$ cat config.mk
export PLATFORM = sky130hd
export DESIGN_NAME = ntr_bus_ctrl_flat
export DESIGN_NICKNAME = d
export VERILOG_FILES = /design/src/rtl/ntr_bus_ctrl_if.sv /design/src/rtl/ntr_bus_ctrl.sv /design/src/flat_wrapper.sv
export SDC_FILE = /design/constraint.sdc
export NUM_CORES = 1
export LEC_CHECK = 0
export ABC_AREA = 1
export CORE_MARGIN = 2
export CORE_UTILIZATION = 50
export CTS_BUF_LIST = sky130_fd_sc_hd__clkbuf_16
export DETAILED_ROUTE_END_ITERATION = 10
export PLACE_DENSITY = 0.86
export SLEW_MARGIN = 20
export SYNTH_ARGS = -nofsm -noshare
export SYNTH_HDL_FRONTEND = slang
export SYNTH_SLANG_ARGS = --single-unit
$ cat constraint.sdc
create_clock -name clk -period 2.5 [get_ports clk]
set_input_delay 0.375 -clock clk [delete_from_list [all_inputs] [get_ports clk]]
set_output_delay 0.375 -clock clk [all_outputs]
set_load 0.05 [all_outputs]
$ cat src/rtl/ntr_bus_ctrl_if.sv
// NTR slave-port bundle: cartridge pins plus the command/response handshake.
// The xfer_cnt/err_cnt members exist only when NTR_XFER_STATS_EN is defined.
interface ntr_bus_ctrl_if #(
   parameter int unsigned LEN_W = 13
);
   logic             ntr_clk;
   logic             ntr_cs1;
   logic [7:0]       ntr_din;
   logic [7:0]       ntr_dout;
   logic             ntr_oe;
   logic [63:0]      cmd;
   logic             cmd_valid;
   logic             rsp_ack;
   logic [LEN_W-1:0] rsp_len;
   logic             rd_req;
   logic [7:0]       rd_data;
   logic             abort;
   logic             underrun;
`ifdef NTR_XFER_STATS_EN
   logic [15:0]      xfer_cnt;
   logic [15:0]      err_cnt;
`endif

   modport slave (
      input  ntr_clk, ntr_cs1, ntr_din, rsp_ack, rsp_len, rd_data,
      output ntr_dout, ntr_oe, cmd, cmd_valid, rd_req, abort, underrun
`ifdef NTR_XFER_STATS_EN
      , output xfer_cnt, err_cnt
`endif
   );

   modport master (
      output ntr_clk, ntr_cs1, ntr_din, rsp_ack, rsp_len, rd_data,
      input  ntr_dout, ntr_oe, cmd, cmd_valid, rd_req, abort, underrun
`ifdef NTR_XFER_STATS_EN
      , input xfer_cnt, err_cnt
`endif
   );
endinterface

$ cat src/rtl/ntr_bus_ctrl.sv
// NTR cartridge slave-port sequencer: oversamples ntr_clk/ntr_cs1, captures the 8-byte
// command, then streams rsp_len response bytes. NTR_XFER_STATS_EN adds xfer/err counters.
module ntr_bus_ctrl #(
   parameter int unsigned SYNC_STAGES = 2,
   parameter int unsigned LEN_W       = 13
) (
   input logic           clk,
   input logic           rst_n,
   ntr_bus_ctrl_if.slave bus
);
   typedef enum logic [2:0] {IDLE, CMD, WAIT_RSP, DATA, DONE} state_t;

   state_t           state, state_n;
   logic [SYNC_STAGES:0] clk_sync, cs_sync;
   logic             clk_rise, cs_rise, cs_fall;
   logic [63:0]      cmd_q, cmd_n;
   logic             cmd_valid_q, cmd_valid_n;
   logic [2:0]       byte_cnt, byte_cnt_n;
   logic [LEN_W-1:0] cnt, cnt_n, cnt_inc, len, len_n;
   logic [7:0]       dout_q, dout_n;
   logic             oe_q, oe_n, rd_req_q, rd_req_n, load_q, load_n;
   logic             abort_q, abort_n, underrun_q, underrun_n;

   // Bit 0 is the newest sample; the top bit is the previous synced value used for edges.
   always_ff @(posedge clk or negedge rst_n) begin
      if (!rst_n) begin
         clk_sync <= '0;
         cs_sync  <= '1;
      end else begin
         clk_sync <= {clk_sync[SYNC_STAGES-1:0], bus.ntr_clk};
         cs_sync  <= {cs_sync[SYNC_STAGES-1:0], bus.ntr_cs1};
      end
   end

   assign clk_rise = clk_sync[SYNC_STAGES-1] & ~clk_sync[SYNC_STAGES];
   assign cs_rise  = cs_sync[SYNC_STAGES-1] & ~cs_sync[SYNC_STAGES];
   assign cs_fall  = ~cs_sync[SYNC_STAGES-1] & cs_sync[SYNC_STAGES];
   assign cnt_inc  = cnt + LEN_W'(1);

   always_comb begin
      state_n     = state;
      cmd_n       = cmd_q;
      cmd_valid_n = cmd_valid_q;
      byte_cnt_n  = byte_cnt;
      cnt_n       = cnt;
      len_n       = len;
      dout_n      = dout_q;
      oe_n        = oe_q;
      rd_req_n    = 1'b0;
      load_n      = rd_req_q;
      abort_n     = 1'b0;
      underrun_n  = underrun_q;
      // CS deassertion overrides every other event in the same cycle.
      if (cs_rise) begin
         state_n     = IDLE;
         oe_n        = 1'b0;
         dout_n      = 8'hFF;
         cmd_valid_n = 1'b0;
         load_n      = 1'b0;
         abort_n     = (state == CMD) || (state == WAIT_RSP) || (state == DATA);
      end else begin
         if (load_q) dout_n = bus.rd_data;
         unique case (state)
            IDLE: if (cs_fall) begin
               cnt_n      = '0;
               byte_cnt_n = '0;
               underrun_n = 1'b0;
               state_n    = CMD;
            end
            CMD: if (clk_rise) begin
               cmd_n      = {cmd_q[55:0], bus.ntr_din};
               byte_cnt_n = byte_cnt + 3'd1;
               if (byte_cnt == 3'd7) begin
                  cmd_valid_n = 1'b1;
                  state_n     = WAIT_RSP;
               end
            end
            WAIT_RSP: begin
               if (clk_rise) underrun_n = 1'b1;
               if (bus.rsp_ack) begin
                  cmd_valid_n = 1'b0;
                  len_n       = bus.rsp_len;
                  if (bus.rsp_len == '0) begin
                     state_n = DONE;
                  end else begin
                     state_n  = DATA;
                     rd_req_n = 1'b1;
                     oe_n     = 1'b1;
                  end
               end
            end
            DATA: if (clk_rise) begin
               cnt_n = cnt_inc;
               if (cnt_inc < len) begin
                  rd_req_n = 1'b1;
               end else begin
                  oe_n    = 1'b0;
                  dout_n  = 8'hFF;
                  load_n  = 1'b0;
                  state_n = DONE;
               end
            end
            DONE: ;
            default: state_n = IDLE;
         endcase
      end
   end

   always_ff @(posedge clk or negedge rst_n) begin
      if (!rst_n) begin
         state       <= IDLE;
         cmd_q       <= '0;
         cmd_valid_q <= 1'b0;
         byte_cnt    <= '0;
         cnt         <= '0;
         len         <= '0;
         dout_q      <= 8'hFF;
         oe_q        <= 1'b0;
         rd_req_q    <= 1'b0;
         load_q      <= 1'b0;
         abort_q     <= 1'b0;
         underrun_q  <= 1'b0;
      end else begin
         state       <= state_n;
         cmd_q       <= cmd_n;
         cmd_valid_q <= cmd_valid_n;
         byte_cnt    <= byte_cnt_n;
         cnt         <= cnt_n;
         len         <= len_n;
         dout_q      <= dout_n;
         oe_q        <= oe_n;
         rd_req_q    <= rd_req_n;
         load_q      <= load_n;
         abort_q     <= abort_n;
         underrun_q  <= underrun_n;
      end
   end

   assign bus.ntr_dout  = dout_q;
   assign bus.ntr_oe    = oe_q;
   assign bus.cmd       = cmd_q;
   assign bus.cmd_valid = cmd_valid_q;
   assign bus.rd_req    = rd_req_q;
   assign bus.abort     = abort_q;
   assign bus.underrun  = underrun_q;

`ifdef NTR_XFER_STATS_EN
   logic [15:0] xfer_q, err_q;
   logic        xfer_inc, err_inc;

   assign xfer_inc = (state_n == DONE) && (state != DONE);
   assign err_inc  = abort_n || (underrun_n && !underrun_q);

   always_ff @(posedge clk or negedge rst_n) begin
      if (!rst_n) begin
         xfer_q <= '0;
         err_q  <= '0;
      end else begin
         if (xfer_inc && (xfer_q != '1)) xfer_q <= xfer_q + 16'd1;
         if (err_inc && (err_q != '1))   err_q  <= err_q + 16'd1;
      end
   end

   assign bus.xfer_cnt = xfer_q;
   assign bus.err_cnt  = err_q;
`endif
endmodule

$ cat src/flat_wrapper.sv
// flat-port wrapper written by rule: the top's interface ports become plain ports
module ntr_bus_ctrl_flat 
#(
   parameter int unsigned SYNC_STAGES = 2,
   parameter int unsigned LEN_W       = 13
)
  (clk, rst_n, bus_ntr_clk, bus_ntr_cs1, bus_ntr_din, bus_rsp_ack, bus_rsp_len, bus_rd_data, bus_ntr_dout, bus_ntr_oe, bus_cmd, bus_cmd_valid, bus_rd_req, bus_abort, bus_underrun);
  ntr_bus_ctrl_if #(.LEN_W(LEN_W)) bus_i ();
  input logic clk;
  input logic rst_n;
  input wire logic [$bits(bus_i.ntr_clk)-1:0] bus_ntr_clk;
  input wire logic [$bits(bus_i.ntr_cs1)-1:0] bus_ntr_cs1;
  input wire logic [$bits(bus_i.ntr_din)-1:0] bus_ntr_din;
  input wire logic [$bits(bus_i.rsp_ack)-1:0] bus_rsp_ack;
  input wire logic [$bits(bus_i.rsp_len)-1:0] bus_rsp_len;
  input wire logic [$bits(bus_i.rd_data)-1:0] bus_rd_data;
  output wire logic [$bits(bus_i.ntr_dout)-1:0] bus_ntr_dout;
  output wire logic [$bits(bus_i.ntr_oe)-1:0] bus_ntr_oe;
  output wire logic [$bits(bus_i.cmd)-1:0] bus_cmd;
  output wire logic [$bits(bus_i.cmd_valid)-1:0] bus_cmd_valid;
  output wire logic [$bits(bus_i.rd_req)-1:0] bus_rd_req;
  output wire logic [$bits(bus_i.abort)-1:0] bus_abort;
  output wire logic [$bits(bus_i.underrun)-1:0] bus_underrun;
  assign bus_i.ntr_clk = bus_ntr_clk;
  assign bus_i.ntr_cs1 = bus_ntr_cs1;
  assign bus_i.ntr_din = bus_ntr_din;
  assign bus_i.rsp_ack = bus_rsp_ack;
  assign bus_i.rsp_len = bus_rsp_len;
  assign bus_i.rd_data = bus_rd_data;
  assign bus_ntr_dout = bus_i.ntr_dout;
  assign bus_ntr_oe = bus_i.ntr_oe;
  assign bus_cmd = bus_i.cmd;
  assign bus_cmd_valid = bus_i.cmd_valid;
  assign bus_rd_req = bus_i.rd_req;
  assign bus_abort = bus_i.abort;
  assign bus_underrun = bus_i.underrun;
  ntr_bus_ctrl #(.SYNC_STAGES(SYNC_STAGES), .LEN_W(LEN_W)) u_core (.clk(clk), .rst_n(rst_n), .bus(bus_i));
endmodule
==> run summary <==
DP Area: 6420 µm²
Reg2Reg Setup Slack: 0.09 ns
Skew-Pair Late Insertion Delay: 0.41 ns
root buf cell: clkbuf_16
WP data arrival: 2.71 ns
WHS: 0.0262 ns
Port Buffers: 110
Critical Path Sink: u_core.bus.ntr_oe
Period Utilization, post-route: 96.3%
Clock Skews: 0.00861 ns
compound-gate portion of the synthesized area: 5.02%
Cell Chain, Critical Path: nand3_4 -> nor2_4 -> nand2_4 -> nor2_4 -> nand2_2 -> xor2_2 -> inv_1 -> ha_1 -> nand2_1 -> nor2_2 -> nand2_1 -> nor2_1 -> nand2_1 -> nand2_2 -> nand2_2 -> nand2_4 -> nand2_1 -> nand2_1 -> nand2_1
gr ovfl total: 0
outcome: finished, final reports clean
antenna violations before repair: 0
Die Y: 106 µm
Clock Pin Slew Worst Setup and Hold Paths: 0.06 ns
CTS tree: yes
fmax: 416 MHz
Post-Syn Nets: 547
Final Net Count: 674
Cell Rows: 37
largest family of logic cells by synthesized area: simple AND/OR/NAND/NOR gates
number of global-route vias before repair: 3,984
wire per inst: 15.9 µm
maximum VDD drop: 989 µV
crit path launch type: register
GPL Wtd Cong: 0.895
Placeable Area: 10,200 µm²
Reg-to-Reg Start: u_core.cnt[0]
Rel. slew slack: 59.5%
area grow syn2layout: 39.9%
Syn Area/Cell: 10.4 µm²
CP max stage delay: 0.48 ns
Power Total: 9.36 mW
Critical Path Fanout Max: 6
TritonRoute pass-1 iters: 5
H-tree levels: 4
final hold vios: 0
slowest cell on the critical path: dfrtp_2
Yosys reg bits: 116
minimum clock period: 2.41 ns
die area: 11,200 µm²
largest net degree at the start of global routing: 117
TritonCTS buffer count: 17
Tot GR Track Use: 22.2%
post-DP HPWL: 8100 µm
Critical R2R Capture: u_core.bus.ntr_oe
post-synthesis mux area share: 13.2%
Post-Synth Simple-Gate Area: 14.0%
Synth Area in XOR/XNOR: 1.19%
Leakage: 3.51 nW
ANT nets after route: 0
r2r worst-path depth: 19
share of layout cells above drive strength 1: 23.9%
Yosys cell types: 31
Vias/cell: 5.16
crit path from: u_core.cnt[0]
Mapped Area: 5160 µm²
die width: 106 µm
# diodes: 0
cts hold-fix bufs: 0
final WL: 12,300 µm
Iter 0 DRT Violations: 252
Yosys warnings: 0
Vias: 3,988
required time worst endpoint: 2.80 ns
first-pass GRT wire length: 19,400 µm
number of remaining DRC errors: 0
Setup-failing EPs final: 0
post-route cell area: 7220 µm²
adder-cell share of the synthesized area: 3.88%
Worst setup EP type: register
measured slew at the worst slew-check pin: 0.608 ns
Max clock buf depth: 2
HP Class: in -> async
most used cell along the critical path: nand2_1
starting density of the core: 50.7%
CTS Sinks: 116
unrepaired setup endpoints after global routing: yes
pwr dens: 1300 nW/µm²
critical path type: reg -> reg
max cap viols: 0
Final Max Slew Viols: 0
sequential area share after synthesis: 56.5%
Ports: 111
Post-Synthesis Cells: 497
repair_timing:
item                                   4_1_cts  5_1_grt
setup endpoints to repair                   10       14
endpoints found under the hold margin        0        0
pin swaps                                    0        9
gates resized for setup                      1       40
setup buffers                                1        4
cell usage after synthesis, drive strengths merged:
cell type	instances	area [µm²]
nor3	6	30.0
buf	10	61.3
nand2	107	404
nor4	1	6.26
a31oi	2	12.5
o21ai	23	115
nand3	30	150
and2	1	6.26
a211oi	1	7.51
a21oi	12	63.8
clkbuf	2	7.51
o211ai	1	7.51
dfrtp	105	2630
nor2	23	106
a32oi	1	8.76
dfstp	11	289
mux2	60	679
ha	16	200
xor2	7	61.3
o22ai	7	43.8
nand4	3	18.8
inv	68	255
cells in the final DEF, fill, tap and decap left out, types with 2 or more instances in the layout:
cell type        count
a21oi_1             10
a21oi_2              2
a31oi_1              2
buf_12               2
buf_4                9
bufinv_16            3
clkbuf_16           17
clkdlybuf4s50_1    109
clkinv_1             2
clkinvlp_4           3
dfrtp_1            101
dfrtp_2              4
dfstp_2             11
ha_1                13
ha_4                 3
inv_1               63
inv_2                4
inv_6                5
mux2_2              59
nand2_1             97
nand2_2              8
nand2_4              2
nand3_1             28
nand4_1              3
nor2_1              14
nor2_2               5
nor2_4               4
nor3_1               4
o21ai_0             18
o21ai_1              5
o22ai_1              7
xor2_1               5
xor2_2               2
through the flow:
step           instances  utilization [%]  TNS (ns)  setup WS, ns
3_3_place_gp         736             63.1         0         0.104
3_5_place_dp         736             63.1  -0.00128      -0.00123
5_1_grt              773             70.9    -0.845       -0.0910
4_1_cts              769             69.2         0      0.000793
6_report             773             70.9         0        0.0937
2_1_floorplan        497                -         0         0.281
final cells by class:
class	instances	area, µm²
clock buffers	17	425
clock inverters	15	178
fillers	701	2960
inverters	68	258
multi-input cells	301	2070
flip-flops and latches	116	2920
well taps	136	170
repair buffers	120	1200
per-layer routing:
metal  GRT usage, %  share of wire (%)  wire length [µm]
met3           5.94                4.8               587
met2           35.8                 51              6230
met5              0                  0                 0
met1           28.8                 43              5220
met4           8.74                1.8               225
cell families after synthesis:
family                     after synthesis
AOI/OAI and AO/OA                       47
xor gates and xnor gates                 7
adders and majority gates               16
buffers and inverters                   80
DFF                                    116
muxes                                   60
and+or+nand+nor                        171
worst min-delay path by stage:
stage                             startpoint                  to
after floorplan                        rst_n    u_core.bus.abort
after global placement    u_core.clk_sync[0]  u_core.clk_sync[1]
after detailed placement  u_core.clk_sync[0]  u_core.clk_sync[1]
after CTS                              rst_n  u_core.bus.cmd[58]
after global routing                   rst_n  u_core.bus.cmd[53]
final                                  rst_n  u_core.bus.cmd[53]
registers in the layout, indices dropped and copies added (netlist names):
signal / flops
u_core.bus.rd_req: 1
u_core.load_q: 1
u_core.len: 13
u_core.bus.underrun: 1
u_core.bus.cmd: 64
u_core.state: 3
u_core.bus.cmd_valid: 1
u_core.clk_sync: 3
u_core.cs_sync: 3
u_core.bus.ntr_dout: 8
u_core.byte_cnt: 3
u_core.cnt: 13
u_core.bus.abort: 1
u_core.bus.ntr_oe: 1
power by group:
group / total, mW / internal (mW) / switching, mW
Combinational: 3.94 / 1.39 / 2.56
Clock: 2.46 / 1.57 / 0.885
Sequential: 2.96 / 2.50 / 0.460
Total: 9.36 / 5.46 / 3.90
worst max-delay path, delay by kind of cell (launching register included):
family / cells / cell delay (ns)
xor+xnor: 1 / 0.19
fa+ha+maj: 1 / 0.27
buf+inv: 1 / 0.06
flops: 1 / 0.48
simple gates: 16 / 1.29
(Power assumes the default switching activity.)
